--- src/rtl/wb_mem_arbiter.sv ---
// wb_mem_arbiter: two-master (CPU, DMA), one-slave Wishbone arbiter for the
// user-project memory port. Round-robin grants, capped back-to-back bursts and
// a stalled-access timeout keep either master from starving the other or
// hanging the bus.
// Ports:
//   wb_clk_i, wb_rst_i          clock, synchronous active-high reset
//   cpu_*_i / cpu_*_o           master 0 (CPU) Wishbone slave-side port
//   dma_*_i / dma_*_o           master 1 (DMA) Wishbone slave-side port
//   mem_*_o / mem_*_i           Wishbone master-side port to the memory
//   grant_o                     00 idle, 01 CPU, 10 DMA (registered state)
module wb_mem_arbiter #(
  parameter int unsigned MAX_BURST      = 8,
  parameter int unsigned TIMEOUT_CYCLES = 64
) (
  input  logic        wb_clk_i,
  input  logic        wb_rst_i,
  input  logic        cpu_cyc_i,
  input  logic        cpu_stb_i,
  input  logic        cpu_we_i,
  input  logic [3:0]  cpu_sel_i,
  input  logic [31:0] cpu_adr_i,
  input  logic [31:0] cpu_dat_i,
  output logic [31:0] cpu_dat_o,
  output logic        cpu_ack_o,
  output logic        cpu_err_o,
  input  logic        dma_cyc_i,
  input  logic        dma_stb_i,
  input  logic        dma_we_i,
  input  logic [3:0]  dma_sel_i,
  input  logic [31:0] dma_adr_i,
  input  logic [31:0] dma_dat_i,
  output logic [31:0] dma_dat_o,
  output logic        dma_ack_o,
  output logic        dma_err_o,
  output logic        mem_cyc_o,
  output logic        mem_stb_o,
  output logic        mem_we_o,
  output logic [3:0]  mem_sel_o,
  output logic [31:0] mem_adr_o,
  output logic [31:0] mem_dat_o,
  input  logic [31:0] mem_dat_i,
  input  logic        mem_ack_i,
  output logic [1:0]  grant_o
);

  localparam int unsigned BEAT_W = $clog2(MAX_BURST + 1);
  localparam int unsigned TO_W   = $clog2(TIMEOUT_CYCLES);

  localparam logic [1:0] IDLE    = 2'b00;
  localparam logic [1:0] GNT_CPU = 2'b01;
  localparam logic [1:0] GNT_DMA = 2'b10;

  localparam logic LAST_CPU = 1'b0;
  localparam logic LAST_DMA = 1'b1;

  logic [1:0]        state, state_nxt;
  logic              last_gnt, last_gnt_nxt;
  logic [BEAT_W-1:0] beat_cnt, beat_nxt;
  logic [TO_W-1:0]   to_cnt, to_nxt;

  logic req_cpu, req_dma;
  logic gnt_cpu, gnt_dma;
  logic timeout_c;
  logic burst_done_c;

  assign req_cpu = cpu_cyc_i & cpu_stb_i;
  assign req_dma = dma_cyc_i & dma_stb_i;
  assign gnt_cpu = (state == GNT_CPU);
  assign gnt_dma = (state == GNT_DMA);

  assign grant_o   = state;
  assign cpu_dat_o = mem_dat_i;
  assign dma_dat_o = mem_dat_i;

  // Slave bus follows the granted master; stb masked by that master's cyc
  always_comb begin
    mem_cyc_o = 1'b0;
    mem_stb_o = 1'b0;
    mem_we_o  = 1'b0;
    mem_sel_o = 4'h0;
    mem_adr_o = 32'h0;
    mem_dat_o = 32'h0;
    if (gnt_cpu) begin
      mem_cyc_o = cpu_cyc_i;
      mem_stb_o = cpu_cyc_i & cpu_stb_i;
      mem_we_o  = cpu_we_i;
      mem_sel_o = cpu_sel_i;
      mem_adr_o = cpu_adr_i;
      mem_dat_o = cpu_dat_i;
    end else if (gnt_dma) begin
      mem_cyc_o = dma_cyc_i;
      mem_stb_o = dma_cyc_i & dma_stb_i;
      mem_we_o  = dma_we_i;
      mem_sel_o = dma_sel_i;
      mem_adr_o = dma_adr_i;
      mem_dat_o = dma_dat_i;
    end
  end

  // Ack beats a simultaneous timeout; to_cnt is only meaningful while stb is high
  assign timeout_c = (state != IDLE) & mem_stb_o & ~mem_ack_i &
                     (to_cnt == TO_W'(TIMEOUT_CYCLES - 1));

  assign burst_done_c = mem_ack_i & ((32'(beat_cnt) + 32'd1) == MAX_BURST);

  assign cpu_ack_o = gnt_cpu & mem_ack_i;
  assign dma_ack_o = gnt_dma & mem_ack_i;
  assign cpu_err_o = gnt_cpu & timeout_c;
  assign dma_err_o = gnt_dma & timeout_c;

  // Next-state: round-robin arbitration and release with direct hand-over
  always_comb begin
    state_nxt    = state;
    last_gnt_nxt = last_gnt;
    case (state)
      IDLE: begin
        if (req_cpu && req_dma) begin
          state_nxt = (last_gnt == LAST_DMA) ? GNT_CPU : GNT_DMA;
        end else if (req_cpu) begin
          state_nxt = GNT_CPU;
        end else if (req_dma) begin
          state_nxt = GNT_DMA;
        end
      end
      GNT_CPU: begin
        if (!cpu_cyc_i || (burst_done_c && req_dma) || timeout_c) begin
          last_gnt_nxt = LAST_CPU;
          state_nxt    = req_dma ? GNT_DMA : IDLE;
        end
      end
      GNT_DMA: begin
        if (!dma_cyc_i || (burst_done_c && req_cpu) || timeout_c) begin
          last_gnt_nxt = LAST_DMA;
          state_nxt    = req_cpu ? GNT_CPU : IDLE;
        end
      end
      default: state_nxt = IDLE;
    endcase
  end

  // Burst and timeout counters, both cleared on any grant change
  always_comb begin
    beat_nxt = beat_cnt;
    to_nxt   = to_cnt;
    if (state_nxt != state) begin
      beat_nxt = '0;
      to_nxt   = '0;
    end else if (state != IDLE) begin
      if (mem_ack_i && (beat_cnt != BEAT_W'(MAX_BURST))) begin
        beat_nxt = beat_cnt + BEAT_W'(1);
      end
      if (mem_ack_i || !mem_stb_o) begin
        to_nxt = '0;
      end else begin
        to_nxt = to_cnt + TO_W'(1);
      end
    end
  end

  // State register
  always_ff @(posedge wb_clk_i) begin
    if (wb_rst_i) begin
      state    <= IDLE;
      last_gnt <= LAST_DMA;
      beat_cnt <= '0;
      to_cnt   <= '0;
    end else begin
      state    <= state_nxt;
      last_gnt <= last_gnt_nxt;
      beat_cnt <= beat_nxt;
      to_cnt   <= to_nxt;
    end
  end

endmodule

--- config.mk ---
export PLATFORM = sky130hd
export DESIGN_NAME = wb_mem_arbiter
export DESIGN_NICKNAME = d
export VERILOG_FILES = /design/src/rtl/wb_mem_arbiter.sv
export SDC_FILE = /design/constraint.sdc
export NUM_CORES = 1
export LEC_CHECK = 0
export CAP_MARGIN = 10
export CORE_AREA = 8 8 118 120
export CTS_CLUSTER_DIAMETER = 150
export DETAILED_ROUTE_END_ITERATION = 8
export DIE_AREA = 0 0 126 128
export PLACE_DENSITY_LB_ADDON = 0.15
export SKIP_CTS_REPAIR_TIMING = 1
export SYNTH_ARGS = -nofsm -noshare
export SYNTH_HDL_FRONTEND = slang
export SYNTH_SLANG_ARGS = --single-unit
export TNS_END_PERCENT = 30
--- constraint.sdc ---
create_clock -name wb_clk_i -period 3.55 [get_ports wb_clk_i]
set_clock_uncertainty 0.2 [all_clocks]
set_input_delay 0.8875 -clock wb_clk_i [delete_from_list [all_inputs] [get_ports wb_clk_i]]
set_output_delay 0.8875 -clock wb_clk_i [all_outputs]
set_load 0.05 [all_outputs]
# After elaboration in Yosys (flattened, before gate mapping)

Cells that the tools add are included.

$add $sub $neg: 3
Equality and inequality tests: 8
Bitwise gates (word level): 11
Mux-type cells: 25
Reductions and logical operators: 18

Operators with widths:

| cell                | count |
|---|---|
| $mux 32             | 4 |
| $mux 2              | 7 |
| $and 1x1->1         | 10 |
| $mux 1              | 9 |
| $mux 4              | 2 |
| $add 6x1->6 const B | 1 |
| $eq 6x6->1 const B  | 1 |
| $mux 6              | 1 |
| $pmux 2 s3          | 1 |
| $add 4x1->5 const B | 1 |
| $eq 5x4->1 const B  | 1 |
| $logic_or 1x1->1    | 5 |
| $add 4x1->4 const B | 1 |
| $logic_and 1x1->1   | 4 |
| $ne 2x1->1 const B  | 2 |
| $ne 4x4->1 const B  | 1 |
| $reduce_bool 2->1   | 2 |
| $logic_not 1->1     | 3 |
| $reduce_and 3->1    | 1 |
| $eq 2x1->1 const B  | 1 |
| $eq 2x2->1 const B  | 1 |
| $logic_not 2->1     | 1 |
| $ne 2x2->1          | 1 |
| $pmux 1 s2          | 1 |
| 3 further kinds     | 3 |

Bits in registers: 13
Output and inout bits: 141
Word-level logic and storage cells: 69

# Longest topological paths before layout

Gate-level depths: netlist (run 1).

Word-level depth: 11
Depth in mapped cells: 9

# Least setup slack after synthesis (run 1)

OpenSTA, ideal clock, no wires.

Path type: register to output
From: reg state[1] (netlist: grant_o[1])
To: out mem_adr_o[25]
Data arrival time: 2.721 ns
Cell stages (with the launch flop): 6
Required time: 2.463 ns
Slack: -0.258 ns
Path buffers: 2
Cells stage by stage: dfxtp_1 > inv_1 > ha_1 > clkbuf_1 > clkbuf_1 > o21ai_0

Longest elaborated chain between the ends: 3
Elaborated cells on any way between the ends: 4

Ends and longest elaborated chain:

| item                   | RTL line | text |
|---|---|---|
| from (decl)            | 56       | `logic [1:0] state, state_nxt;` |
| from (signal assigned) | 168      | `state <= state_nxt;` |
| $eq 2x2->1             | 69       | `assign gnt_dma = (state == GNT_DMA);` |
| $mux 32                | 90       | `end else if (gnt_dma) begin` |
| $mux 32 *              | 83       | `if (gnt_cpu) begin` |
| to (decl)              | 39       | `output logic [31:0] mem_adr_o,` |

Every way passes the cells marked *; elsewhere a longest branch is shown, timed or not.

# Final worst setup path (run 1)

From: in dma_cyc_i
To: out cpu_err_o

Longest elaborated chain between the ends: 7

Ends and longest elaborated chain:

| item                     | RTL line | text |
|---|---|---|
| from (decl)              | 26       | `input logic dma_cyc_i,` |
| $and 1x1->1              | 92       | `mem_stb_o = dma_cyc_i & dma_stb_i;` |
| $mux 1                   | 90       |  |
| $mux 1                   | 83       |  |
| $and 1x1->1 (3 in a row) | 101      | `assign timeout_c = (state != IDLE) & mem_stb_o & ~mem_ack_i &` |
| $and 1x1->1              | 108      | `assign cpu_err_o = gnt_cpu & timeout_c;` |
| to (decl)                | 25       | `output logic cpu_err_o,` |

Every way passes these cells.

==> flow_summary.json, run 1 <==
{
  "status": "completed",
  "first_iter_violations": 114,
  "root_buffer": "clkbuf_16",
  "multi_input_comb_area_um2": 1510,
  "start_util_pct": 19.0,
  "grt_max_degree": 74,
  "synth.avg_cell_area_um2": 7.79,
  "drv_cap": 0,
  "yosysWarnings": 0,
  "final_nets": 641,
  "p_leak_nw": 1.99,
  "gp_congestion": 0.891,
  "synth_top_area_cell": "a22o_1",
  "synth_compound_area_share_pct": 36.7,
  "place.port_buffers": 221,
  "vias": 2833,
  "ant_nets": 0,
  "clk_pin_slew_ns": 0.05,
  "critPathKind": "in -> out",
  "drive_gt1_share_pct": 24.8,
  "setup_viol": 0,
  "synth_top_family_by_area": "compound AO/OA/AOI/OAI gates",
  "worst_path_largest_cell_delay_ns": 0.53,
  "final-seq-area_um2": 262,
  "yosysSeqAreaShare_pct": 11.2,
  "ir_drop_v": 0.000146,
  "p_total_mw": 1.84,
  "cts_buffers": 3,
  "core-area_um2": 12200,
  "place_hpwl_mm": 12.0,
  "slew-limit-headroom_pct": 63.1,
  "cts_buffer_depth": 2,
  "worst_pin_slew_ns": 0.552,
  "synth_seq_cells": 13,
  "post-route-drc-count": 0,
  "min_period_ns": 3.49,
  "row_count": 41,
  "grt-ovfl-total": 0,
  "cpMaxStageDelayCell": "clkdlybuf4s50_1",
  "p_per_area_nw_per_um2": 356,
  "htreeDepth": 1,
  "fin_cells": 605,
  "route.met3.wl_mm": 1.12,
  "wire_per_inst_um": 22.7,
  "ys_types": 49,
  "wl_mm": 13.8,
  "final_hold_viol_count": 0,
  "synth_simple_gate_area_share_pct": 20.7,
  "cts.sinks": 13,
  "io_pins": 318,
  "synthMuxAreaShare_pct": 0.916,
  "final_common_cell": "clkdlybuf4s50_1",
  "final_cell_mix": "clkdlybuf4s50_1, buf_12, a22o_1",
  "yosysTopAreaCellShare_pct": 25.7,
  "rrSetupSlack_ns": 0.88,
  "grt_setup_unrepaired": "yes",
  "met1_length_mm": 4.71,
  "hold_path.class": "reg -> reg",
  "syn-num-nets": 483,
  "worst_setup_path_end_kind": "output port",
  "timing.final.ws_setup_ns": 0.0568,
  "place_ws_ns": 0.00472,
  "synthAdderAreaFrac_pct": 4.31,
  "avgViaCountPerCell": 4.68,
  "fill_cells": 1207,
  "fin_crit_sh_pct": 98.4,
  "antenna_found_initial": 0,
  "worstPathArrival_ns": 2.41,
  "start_kind": "input pin",
  "cts_tree": "built",
  "grt_usage_pct": 16.0,
  "syn_to_final_growth_pct": 123,
  "syn_area_um2": 2320,
  "final_area_um2": 5170,
  "wl_met2_mm": 7.62,
  "crit_chain": "clkdlybuf4s50_1 -> nand4b_4 -> a2111oi_4 -> buf_4 -> and2_1 -> buf_12",
  "diodes": 0,
  "dp_cells": 600,
  "placed_area_um2": 5060,
  "holdWs_ns": 0.331,
  "cp.required_ns": 2.46,
  "fmax_ghz": 0.286,
  "die_x_um": 126,
  "die_h_um": 128,
  "synth_area_leaders": "a22o_1, buf_4, dfxtp_1",
  "synth_edf_count": 0,
  "fp.dieArea_um2": 16100,
  "syn_inst": 298,
  "synth-main-ff-cell": "dfxtp_1",
  "async_flop_share_pct": 0,
  "firstDrtPassIters": 4,
  "grt_pass1_vias": 3096,
  "cp_max_fo": 5,
  "slew_viol_final": 0,
  "synth-xor-area-share_pct": 1.13,
  "clock_latency_ns": 0.24,
  "highest_layer": "met4",
  "grt_pass1_wl_mm": 19.5
}
-- cell families after synthesis --
group           Yosys count
buf+inv                  90
fa+ha+maj                 8
compound gates          101
flops                    13
xor+xnor                  3
simple gates             81
mux                       2
-- stage by stage --
step / utilization, % / setup TNS [ns]
after global routing: 42.4 / -0.0440
after floorplan: - / -0.00582
after CTS: 42.1 / 0
final: 42.4 / 0
after global placement: 41.5 / 0
after detailed placement: 41.5 / 0
-- routing by layer --
metal | vias up | GRT usage (%)
met3 | 33 | 5.12
met5 | - | 0
met4 | 0 | 5.10
met1 | 1300 | 15.5
li1 | 1364 | -
met2 | 136 | 31.4
-- sequential cells by signal, summed over array words and instances, names as in the netlist --
name / cells
to_cnt: 6
last_gnt: 1
beat_cnt: 4
grant_o: 2
-- power by group --
part / switching [mW] / leakage [nW] / internal (mW)
Combinational: 0.758 / 1.85 / 0.701
Clock: 0.0663 / 0.0382 / 0.152
Sequential: 0.00948 / 0.106 / 0.154
Total: 0.833 / 1.99 / 1.01
-- worst max-delay path, delay by kind of cell --
kind	cells	cell delay [ns]
compound gates	1	0.31
buf+inv	3	0.86
simple gates	2	0.35
-- cell type report --
class / instances / share of cell area, %
clock buffers: 4 / 1.52
flip-flops and latches: 13 / 5.06
repair buffers: 237 / 60.1
multi-input cells: 195 / 29.2
well taps: 150 / 3.63
inverters: 6 / 0.436
-- cell usage after synthesis, types with 2 or more instances --
cell / number
and2_1: 5
o21bai_1: 2
a22o_1: 68
nand3_1: 8
xnor2_1: 2
nor4bb_4: 2
o21ai_0: 5
buf_4: 64
dfxtp_1: 13
or2_2: 2
clkbuf_1: 17
nand2b_1: 3
nor2_1: 10
a21oi_1: 10
inv_1: 6
nor3b_1: 2
nand2_1: 24
ha_1: 8
nor2b_1: 2
nand3b_1: 3
nor3_1: 10
nand4_1: 3
nand4b_1: 2
a211oi_1: 2
-- path summary, 6_finish.rpt --
path,start,end,depth (start not counted)
max,dma_cyc_i,cpu_err_o,6
min,last_gnt,last_gnt,1
max reg2reg,grant_o[1],to_cnt[0],9
min reg2reg,last_gnt,last_gnt,1
Power figures use the tool's default switching activity.
==> inputs of run 2 (changes only) <==
CORE_AREA = 8 8 116 118   (was 8 8 118 120)
CTS_CLUSTER_SIZE = 30   (was not set)
DIE_AREA = 0 0 124 126   (was 0 0 126 128)
RECOVER_POWER = 50   (was not set)
clock period = 3.1 ns   (was 3.55 ns; I/O delays follow)
==> run 2 against run 1 <==
Compared with the run above:
- final cell count shrank 0.50%
- flip-flop and latch count is the same
- core utilization increased by 2.2 points
- clock-buffer cell count unchanged
- die area decreased by 3.1%
- wire length grew 2.5%
- worst hold slack lost 0.034 ns
- critical path depth is 1 higher
- critical path type is now reg -> out
- critical endpoint is now dma_err_o
==> flow_summary.json, run 2 (synthesis results as in run 1) <==
{
  "status": "completed",
  "grt_pass1_vias": 2956,
  "ir_drop_v": 0.000190,
  "drv_cap": 0,
  "place_ws_ns": -0.112,
  "cts_buffers": 3,
  "setup_viol": 0,
  "final_common_cell": "clkdlybuf4s50_1",
  "clk_pin_slew_ns": 0.04,
  "crit_chain": "inv_1 -> ha_1 -> nand2b_1 -> a2111oi_4 -> buf_4 -> and2_2 -> buf_12",
  "drive_gt1_share_pct": 30.1,
  "start_util_pct": 19.8,
  "largest_reg_flops": 6,
  "wl_mm": 14.1,
  "io_pins": 318,
  "final_nets": 641,
  "cpMaxStageDelayCell": "dfxtp_2",
  "hold_depth": 1,
  "place.port_buffers": 221,
  "cts_buffer_depth": 2,
  "fill_cells": 1121,
  "post-route-drc-count": 0,
  "grt_max_degree": 74,
  "diodes": 0,
  "pwr-share-comb_pct": 79.9,
  "worst_setup_path_end_kind": "output port",
  "timing.final.ws_setup_ns": 0.113,
  "p_clk_share_pct": 11.2,
  "crit_family": "buffers and inverters",
  "p_leak_nw": 2.05,
  "post-route-util_pct": 44.6,
  "worst_path_largest_cell_delay_ns": 0.39,
  "grt_usage_pct": 17.0,
  "firstDrtPassIters": 4,
  "slew_viol_final": 0,
  "first_iter_violations": 133,
  "p_int_mw": 1.17,
  "rr_startpoint": "grant_o[0]",
  "clock_latency_ns": 0.24,
  "rrSetupSlack_ns": 0.29,
  "sw_frac_of_total_pct": 45.1,
  "grt-ovfl-total": 0,
  "startpoint": "grant_o[0]",
  "critPathKind": "reg -> out",
  "grt_setup_unrepaired": "no",
  "p_per_area_nw_per_um2": 408,
  "cts.sinks": 13,
  "fin_cells": 602,
  "ant_nets": 0,
  "p_seq_share_pct": 8.9,
  "syn_to_final_growth_pct": 125,
  "final_hold_viol_count": 0,
  "antenna_found_initial": 0,
  "rr_worst_depth": 9,
  "min_period_ns": 2.99,
  "place_hpwl_mm": 12.6,
  "wire_per_inst_um": 23.4,
  "p_sw_uw": 961,
  "slew-limit-headroom_pct": 44.7,
  "start_kind": "flop",
  "root_buffer": "clkbuf_16",
  "fp.dieArea_um2": 15600,
  "worstHoldStart": "last_gnt",
  "hold_path.class": "reg -> reg",
  "top_register": "to_cnt",
  "die_h_um": 126,
  "cts_tree": "built",
  "timing.rr.end": "beat_cnt[0]",
  "fmax_ghz": 0.335,
  "dp_cells": 598,
  "cp_max_fo": 5,
  "die_x_um": 124,
  "fin_crit_sh_pct": 96.4,
  "worstPathArrival_ns": 2.01,
  "fin_tns_setup_ns": 0,
  "final_cell_mix": "clkdlybuf4s50_1, buf_12, a22o_1",
  "avgViaCountPerCell": 4.74,
  "worstPathBufferInverterCount": 3,
  "min_to": "last_gnt",
  "grt_pass1_wl_mm": 19.4,
  "p_total_mw": 2.13,
  "cp.required_ns": 2.12,
  "htreeDepth": 1,
  "vias": 2853,
  "core-area_um2": 11700,
  "row_count": 40,
  "gp_congestion": 0.815,
  "worst_pin_slew_ns": 0.825
}
==> run 2: worst max path at each step <==
stage,endpoint,slack [ns],cells after the start
2_1_floorplan,mem_adr_o[25],0.04,5
3_3_place_gp,dma_err_o,-0.10,6
3_5_place_dp,dma_err_o,-0.11,6
4_1_cts,dma_err_o,-0.12,6
5_1_grt,dma_err_o,0.001,7
6_report,dma_err_o,0.11,7
==> run 2: through the flow <==
stage	area, um2	hold WS (ns)
4_1_cts	5220	0.294
6_report	5220	0.297
5_1_grt	5220	0.326
3_3_place_gp	5140	0.271
2_1_floorplan	2380	0.240
3_5_place_dp	5140	0.284
==> run 2: power groups by stage <==
stage               logic (mW)  clock network, mW  registers (mW)
detailed placement        1.73                  0           0.190
CTS                       1.73              0.246           0.187
global route              1.76              0.259           0.190
global placement          1.72                  0           0.190
finish                    1.70              0.239           0.189
floorplan                 1.01                  0           0.198
==> run 2: routing by layer <==
| layer | share of wire (%) | GRT usage [%] | wire length [um] |
|---|---|---|---|
| met1 | 38 | 18.8 | 5420 |
| met2 | 50 | 29.6 | 7060 |
| met3 | 11 | 7.82 | 1520 |
| met4 | 0.75 | 2.31 | 106 |
| met5 | 0 | 0 | 0 |
==> run 2: layout make-up <==
cell class	instances	area, um2	area share, %
timing repair buffer	237	3090	59.3
multi-input combinational	195	1580	30.2
sequential	13	265	5.08
tap	147	184	3.52
clock buffer	4	78.8	1.51
inverter	6	22.5	0.432
